## config.mk

```make
export PLATFORM = sky130hd
export DESIGN_NAME = minterm_scanner_flat
export DESIGN_NICKNAME = d
export VERILOG_FILES = /design/src/rtl/minterm_scanner_if.sv /design/src/rtl/minterm_scanner.sv /design/src/flat_wrapper.sv
export SDC_FILE = /design/constraint.sdc
export NUM_CORES = 1
export LEC_CHECK = 0
export ABC_AREA = 1
export BUFFER_PORTS_ARGS = -buffer_cell sky130_fd_sc_hd__buf_4
export CAP_MARGIN = 5
export CELL_PAD_IN_SITES_DETAIL_PLACEMENT = 0
export CELL_PAD_IN_SITES_GLOBAL_PLACEMENT = 1
export CORE_MARGIN = 3
export CORE_UTILIZATION = 29
export CTS_CLUSTER_DIAMETER = 80
export CTS_CLUSTER_SIZE = 8
export DETAILED_ROUTE_END_ITERATION = 12
export GPL_TIMING_DRIVEN = 0
export PLACE_DENSITY_LB_ADDON = 0.1
export SYNTH_ARGS = -nofsm -noshare
export SYNTH_HDL_FRONTEND = slang
export SYNTH_SLANG_ARGS = --single-unit
```

## constraint.sdc

```tcl
create_clock -name clk -period 2.7 [get_ports clk]
set_input_delay 0.54 -clock clk [delete_from_list [all_inputs] [get_ports clk]]
set_output_delay 0.54 -clock clk [all_outputs]
set_load 0.005 [all_outputs]
```

## src/rtl/minterm_scanner_if.sv

```systemverilog
// Bundle between the minterm scanner, its controller, and the external
// N_IN-input function under scan.
interface minterm_scanner_if #(
    parameter int unsigned N_IN = 3
);
    logic                 start;
    logic                 target;
    logic [N_IN-1:0]      func_abc;
    logic                 func_y;
    logic                 busy;
    logic                 match_valid;
    logic [N_IN-1:0]      match_abc;
    logic [2**N_IN-1:0]   mask;
    logic [N_IN:0]        count;
    logic                 done;

    // Scanner side
    modport slave (
        input  start, target, func_y,
        output func_abc, busy, match_valid, match_abc, mask, count, done
    );

    // Controller / function side
    modport master (
        output start, target, func_y,
        input  func_abc, busy, match_valid, match_abc, mask, count, done
    );
endinterface

```

## src/rtl/minterm_scanner.sv

```systemverilog
// Minterm scanner: sweeps every input vector through an external
// combinational function and reports the preimage of a target value
// as a mask, a population count, and a stream of matching vectors.
module minterm_scanner #(
    parameter int unsigned N_IN = 3
) (
    input  logic              clk,
    input  logic              rst_n,
    minterm_scanner_if.slave  bus
);

    typedef enum logic [1:0] {
        IDLE = 2'd0,
        SCAN = 2'd1,
        DONE = 2'd2
    } state_t;

    localparam logic [N_IN-1:0] LAST_VEC = '1;

    state_t state;
    state_t state_nxt;
    logic   target_q;
    logic   last_vec;
    logic   hit;

    assign last_vec = (bus.func_abc == LAST_VEC);
    assign hit      = (bus.func_y == target_q);

    assign bus.busy = (state == SCAN);
    assign bus.done = (state == DONE);

    // State register
    always_ff @(posedge clk or negedge rst_n) begin
        if (!rst_n) begin
            state <= IDLE;
        end else begin
            state <= state_nxt;
        end
    end

    // Next-state decode
    always_comb begin
        state_nxt = state;
        unique case (state)
            IDLE:    if (bus.start) state_nxt = SCAN;
            SCAN:    if (last_vec)  state_nxt = DONE;
            DONE:    state_nxt = IDLE;
            default: state_nxt = IDLE;
        endcase
    end

    // Vector sweep, result accumulation and match streaming
    always_ff @(posedge clk or negedge rst_n) begin
        if (!rst_n) begin
            target_q        <= 1'b0;
            bus.func_abc    <= '0;
            bus.match_valid <= 1'b0;
            bus.match_abc   <= '0;
            bus.mask        <= '0;
            bus.count       <= '0;
        end else begin
            bus.match_valid <= 1'b0;
            unique case (state)
                IDLE: begin
                    if (bus.start) begin
                        target_q     <= bus.target;
                        bus.func_abc <= '0;
                        bus.mask     <= '0;
                        bus.count    <= '0;
                    end
                end
                SCAN: begin
                    if (hit) begin
                        bus.mask[bus.func_abc] <= 1'b1;
                        bus.count              <= bus.count + 1'b1;
                        bus.match_valid        <= 1'b1;
                        bus.match_abc          <= bus.func_abc;
                    end
                    // Sweep stops on the all-ones vector; it stays there while idle
                    if (!last_vec) begin
                        bus.func_abc <= bus.func_abc + 1'b1;
                    end
                end
                default: ;
            endcase
        end
    end

endmodule

```

## src/flat_wrapper.sv

```systemverilog
// flat-port wrapper written by rule: the top's interface ports become plain ports
module minterm_scanner_flat 
#(
    parameter int unsigned N_IN = 3
)
  (clk, rst_n, bus_start, bus_target, bus_func_y, bus_func_abc, bus_busy, bus_match_valid, bus_match_abc, bus_mask, bus_count, bus_done);
  minterm_scanner_if #(.N_IN(N_IN)) bus_i ();
  input  logic clk;
  input  logic rst_n;
  input wire logic [$bits(bus_i.start)-1:0] bus_start;
  input wire logic [$bits(bus_i.target)-1:0] bus_target;
  input wire logic [$bits(bus_i.func_y)-1:0] bus_func_y;
  output wire logic [$bits(bus_i.func_abc)-1:0] bus_func_abc;
  output wire logic [$bits(bus_i.busy)-1:0] bus_busy;
  output wire logic [$bits(bus_i.match_valid)-1:0] bus_match_valid;
  output wire logic [$bits(bus_i.match_abc)-1:0] bus_match_abc;
  output wire logic [$bits(bus_i.mask)-1:0] bus_mask;
  output wire logic [$bits(bus_i.count)-1:0] bus_count;
  output wire logic [$bits(bus_i.done)-1:0] bus_done;
  assign bus_i.start = bus_start;
  assign bus_i.target = bus_target;
  assign bus_i.func_y = bus_func_y;
  assign bus_func_abc = bus_i.func_abc;
  assign bus_busy = bus_i.busy;
  assign bus_match_valid = bus_i.match_valid;
  assign bus_match_abc = bus_i.match_abc;
  assign bus_mask = bus_i.mask;
  assign bus_count = bus_i.count;
  assign bus_done = bus_i.done;
  minterm_scanner #(.N_IN(N_IN)) u_core (.clk(clk), .rst_n(rst_n), .bus(bus_i));
endmodule
```

==> summary.txt <==
Outcome
  – Run status: finished clean

Die
  – Row cnt: 21
  – # IOs: 26
  – Die ar.: ~4600 um2
  – Die Ht: just under 70 um
  – Die width: 67.6 um
  – Initial Util: between 30% and 40%
  – Placeable Area: about 3500 um2

Worst setup path
  – Slowest stage cell on the critical path: dfrtp_1
  – R2R setup slack: ~1.3 ns
  – CP Class: reg -> out
  – Crit start category: flop
  – Worst EP required: ~2.2 ns
  – CP arrival: 1.02 ns
  – Reg-to-Reg Start: u_core.bus.func_abc[1]
  – Worst path cell trace: inv_2 -> nor2_4 -> buf_4
  – R2R cell count: 4
  – Critical Path Sink Type: primary output
  – Crit path max fanout: 5
  – CP max stage delay: between 0.4 and 0.5 ns
  – Launch point of the worst path: u_core.state[0]

Synthesis
  – Synth unique cells: 21
  – Sequential area share after synthesis: between 50% and 60%
  – Syn_nets: 138
  – Netlist Area Pre-Place: 1100 um2
  – Synthesized flop and latch total: 22
  – Post-synthesis instance total: 130
  – Mapped Avg Cell Area: approximately 8.5 um2
  – Yosys warning count: 0

Layout
  – # fillers: 370
  – Util after Layout: around two fifths
  – # nets final: roughly 170
  – Synth-to-Final Area Change: 27.3%
  – Share of cells above drive strength 1: a little over a quarter
  – Antenna diodes: 0

Route
  – First-pass DRT Iterations: 4
  – First DRT Iteration DRCs: 40
  – DRC: 0
  – Vias/cell: about 4.6
  – WL final: ~2600 um
  – Routed Antenna Nets: 0
  – Via Count: 952
  – Routed len/inst: roughly 13 um

Placement
  – RePlAce Congestion: 0.731
  – PortBufs: 25
  – Post-DP HPWL: ~1900 um

Pwr
  – Power per Cell Area: roughly 1200 nW/um2
  – Post-layout total power: around 1.7 mW
  – Worst IR drop on VDD: about 420 uV
  – Leak: a little over 0.7 nW

Global route
  – Vias in the first global route: between 900 and 1000
  – Largest net degree at the start of global routing: 23
  – Congestion Overflow GR: 0
  – Gr usage total: 12.9%
  – Initial antenna violation count: 0
  – Global-route wire length before repair: about 4400 um

Clocking
  – Cts hold-fix bufs: 0
  – CTS Root Cell: clkbuf_8
  – Clock tree buffer depth: 2
  – TritonCTS Sinks: 22
  – CTS Buf Count: 3
  – H-tree levels: 1
  – Cts repair resizes: 0
  – CTS clk-pin slew, worst paths: 0.08 ns
  – Worst-Skew Late Latency: between 0.2 and 0.3 ns
  – Post-CTS setup buffers: 0
  – CTS tree: yes

STA
  – Tcrit/Tclk final: 57.9%
  – RSZ-0062 raised after global routing: no
  – Worst Max-Slew Pin Slew: 0.299 ns
  – Period minus WS final: about 1.6 ns
  – Fin. Hold Viols: 0
  – Clk_skew: 0.00207 ns
  – Slew Limit Fails: 0
  – Setup TNS: 0 ns
  – Slew headroom: between 80% and 90%
  – FMAX: between 600 and 700 MHz
  – Endpoints failing setup: 0

Flow run
  – Max Cap Viol: 0

Worst hold path
  – Min-delay worst type: in -> async
==> power breakdown <==
part / internal, mW / switching, mW
clock network: 0.130 / 0.110
logic: 0.370 / 0.442
registers: 0.468 / 0.139
total: 0.968 / 0.691
==> Yosys cell counts <==
cell type  instances  area share (%)
nand3_4            1             1.6
o21ai_1            1            0.45
dfrtp_1           22              50
nand3_1           20             9.1
nand3_2            1            0.91
xnor2_1            1            0.80
a21oi_1            9             4.1
o21ai_2            4             3.2
inv_1             16             5.5
buf_2              2            0.91
buf_6              1             1.0
clkinv_2           1            0.45
nand2_2            1            0.57
inv_2              1            0.34
buf_4              1            0.68
nor2_1             6             2.0
nand4_1            3             1.7
ha_1               3             3.4
nand2_1           32              11
o21ai_0            3             1.4
nor2_4             1             1.0
==> metal layers <==
metal	up-vias	routed length [um]	GRT usage (%)
met5	-	0	0
met1	450	1190	16.3
met4	0	19	3.04
li1	477	-	-
met2	21	1260	22.2
met3	4	133	3.00
==> state kept, by name, indices dropped and copies added, names as in the netlist <==
signal and cells:
u_core.state 2, u_core.bus.count 4, u_core.bus.match_valid 1, u_core.bus.mask 8
u_core.bus.match_abc 3, u_core.target_q 1, u_core.bus.func_abc 3
==> path summary, 6_finish.rpt <==
kind                                                 to
worst min register to register  u_core.bus.match_abc[2]
worst min-delay path            u_core.bus.match_abc[0]
worst max register to register   u_core.bus.func_abc[0]
worst max-delay path                           bus_busy
min in group clk                u_core.bus.match_abc[2]
max in group asynchronous            u_core.bus.mask[3]
==> cells in the final DEF (no fill, tap or decap), drive strengths merged <==
master / instances
a21oi: 9
buf: 29
clkbuf: 4
clkinv: 1
dfrtp: 22
ha: 3
inv: 17
nand2: 33
nand3: 22
nand4: 3
nor2: 7
o21ai: 8
xnor2: 1
==> metrics by stage <==
| step | hold slack (ns) | area, um2 | setup slack (ns) | std cells |
|---|---|---|---|---|
| 6_report | 0.155 | 1400 | 1.14 | 205 |
| 4_1_cts | 0.164 | 1400 | 1.12 | 205 |
| 3_3_place_gp | 0.454 | 1350 | 1.34 | 201 |
| 3_5_place_dp | 0.455 | 1350 | 1.28 | 201 |
| 2_1_floorplan | 0.244 | 1100 | 1.48 | 130 |
| 5_1_grt | 0.171 | 1400 | 1.05 | 205 |
==> area by class of cell <==
cell class	count	area, um2	share of cell area, %
Sequential cell	22	551	39.3
Multi-Input combinational cell	86	453	32.3
Timing Repair Buffer	25	188	13.4
Inverter	18	68.8	4.91
Tap cell	46	57.6	4.11
Clock buffer	4	55.1	3.93
Buffer	4	28.8	2.05
==> cells by family after synthesis <==
family	count (synthesis)	synth area share, %
AND/OR/NAND/NOR	65	27.8
buffers and inverters	22	8.86
flip-flops	22	50.0
AO/OA/AOI/OAI	17	9.09
adder cells (fa/ha/maj)	3	3.41
XOR/XNOR	1	0.796
==> worst max-delay path, delay by kind of cell (launching register included) <==
family | cells | cell delay (ns)
buffers and inverters | 2 | 0.21
AND/OR/NAND/NOR | 1 | 0.13
flip-flops | 1 | 0.42
(Power assumes the default switching activity.)
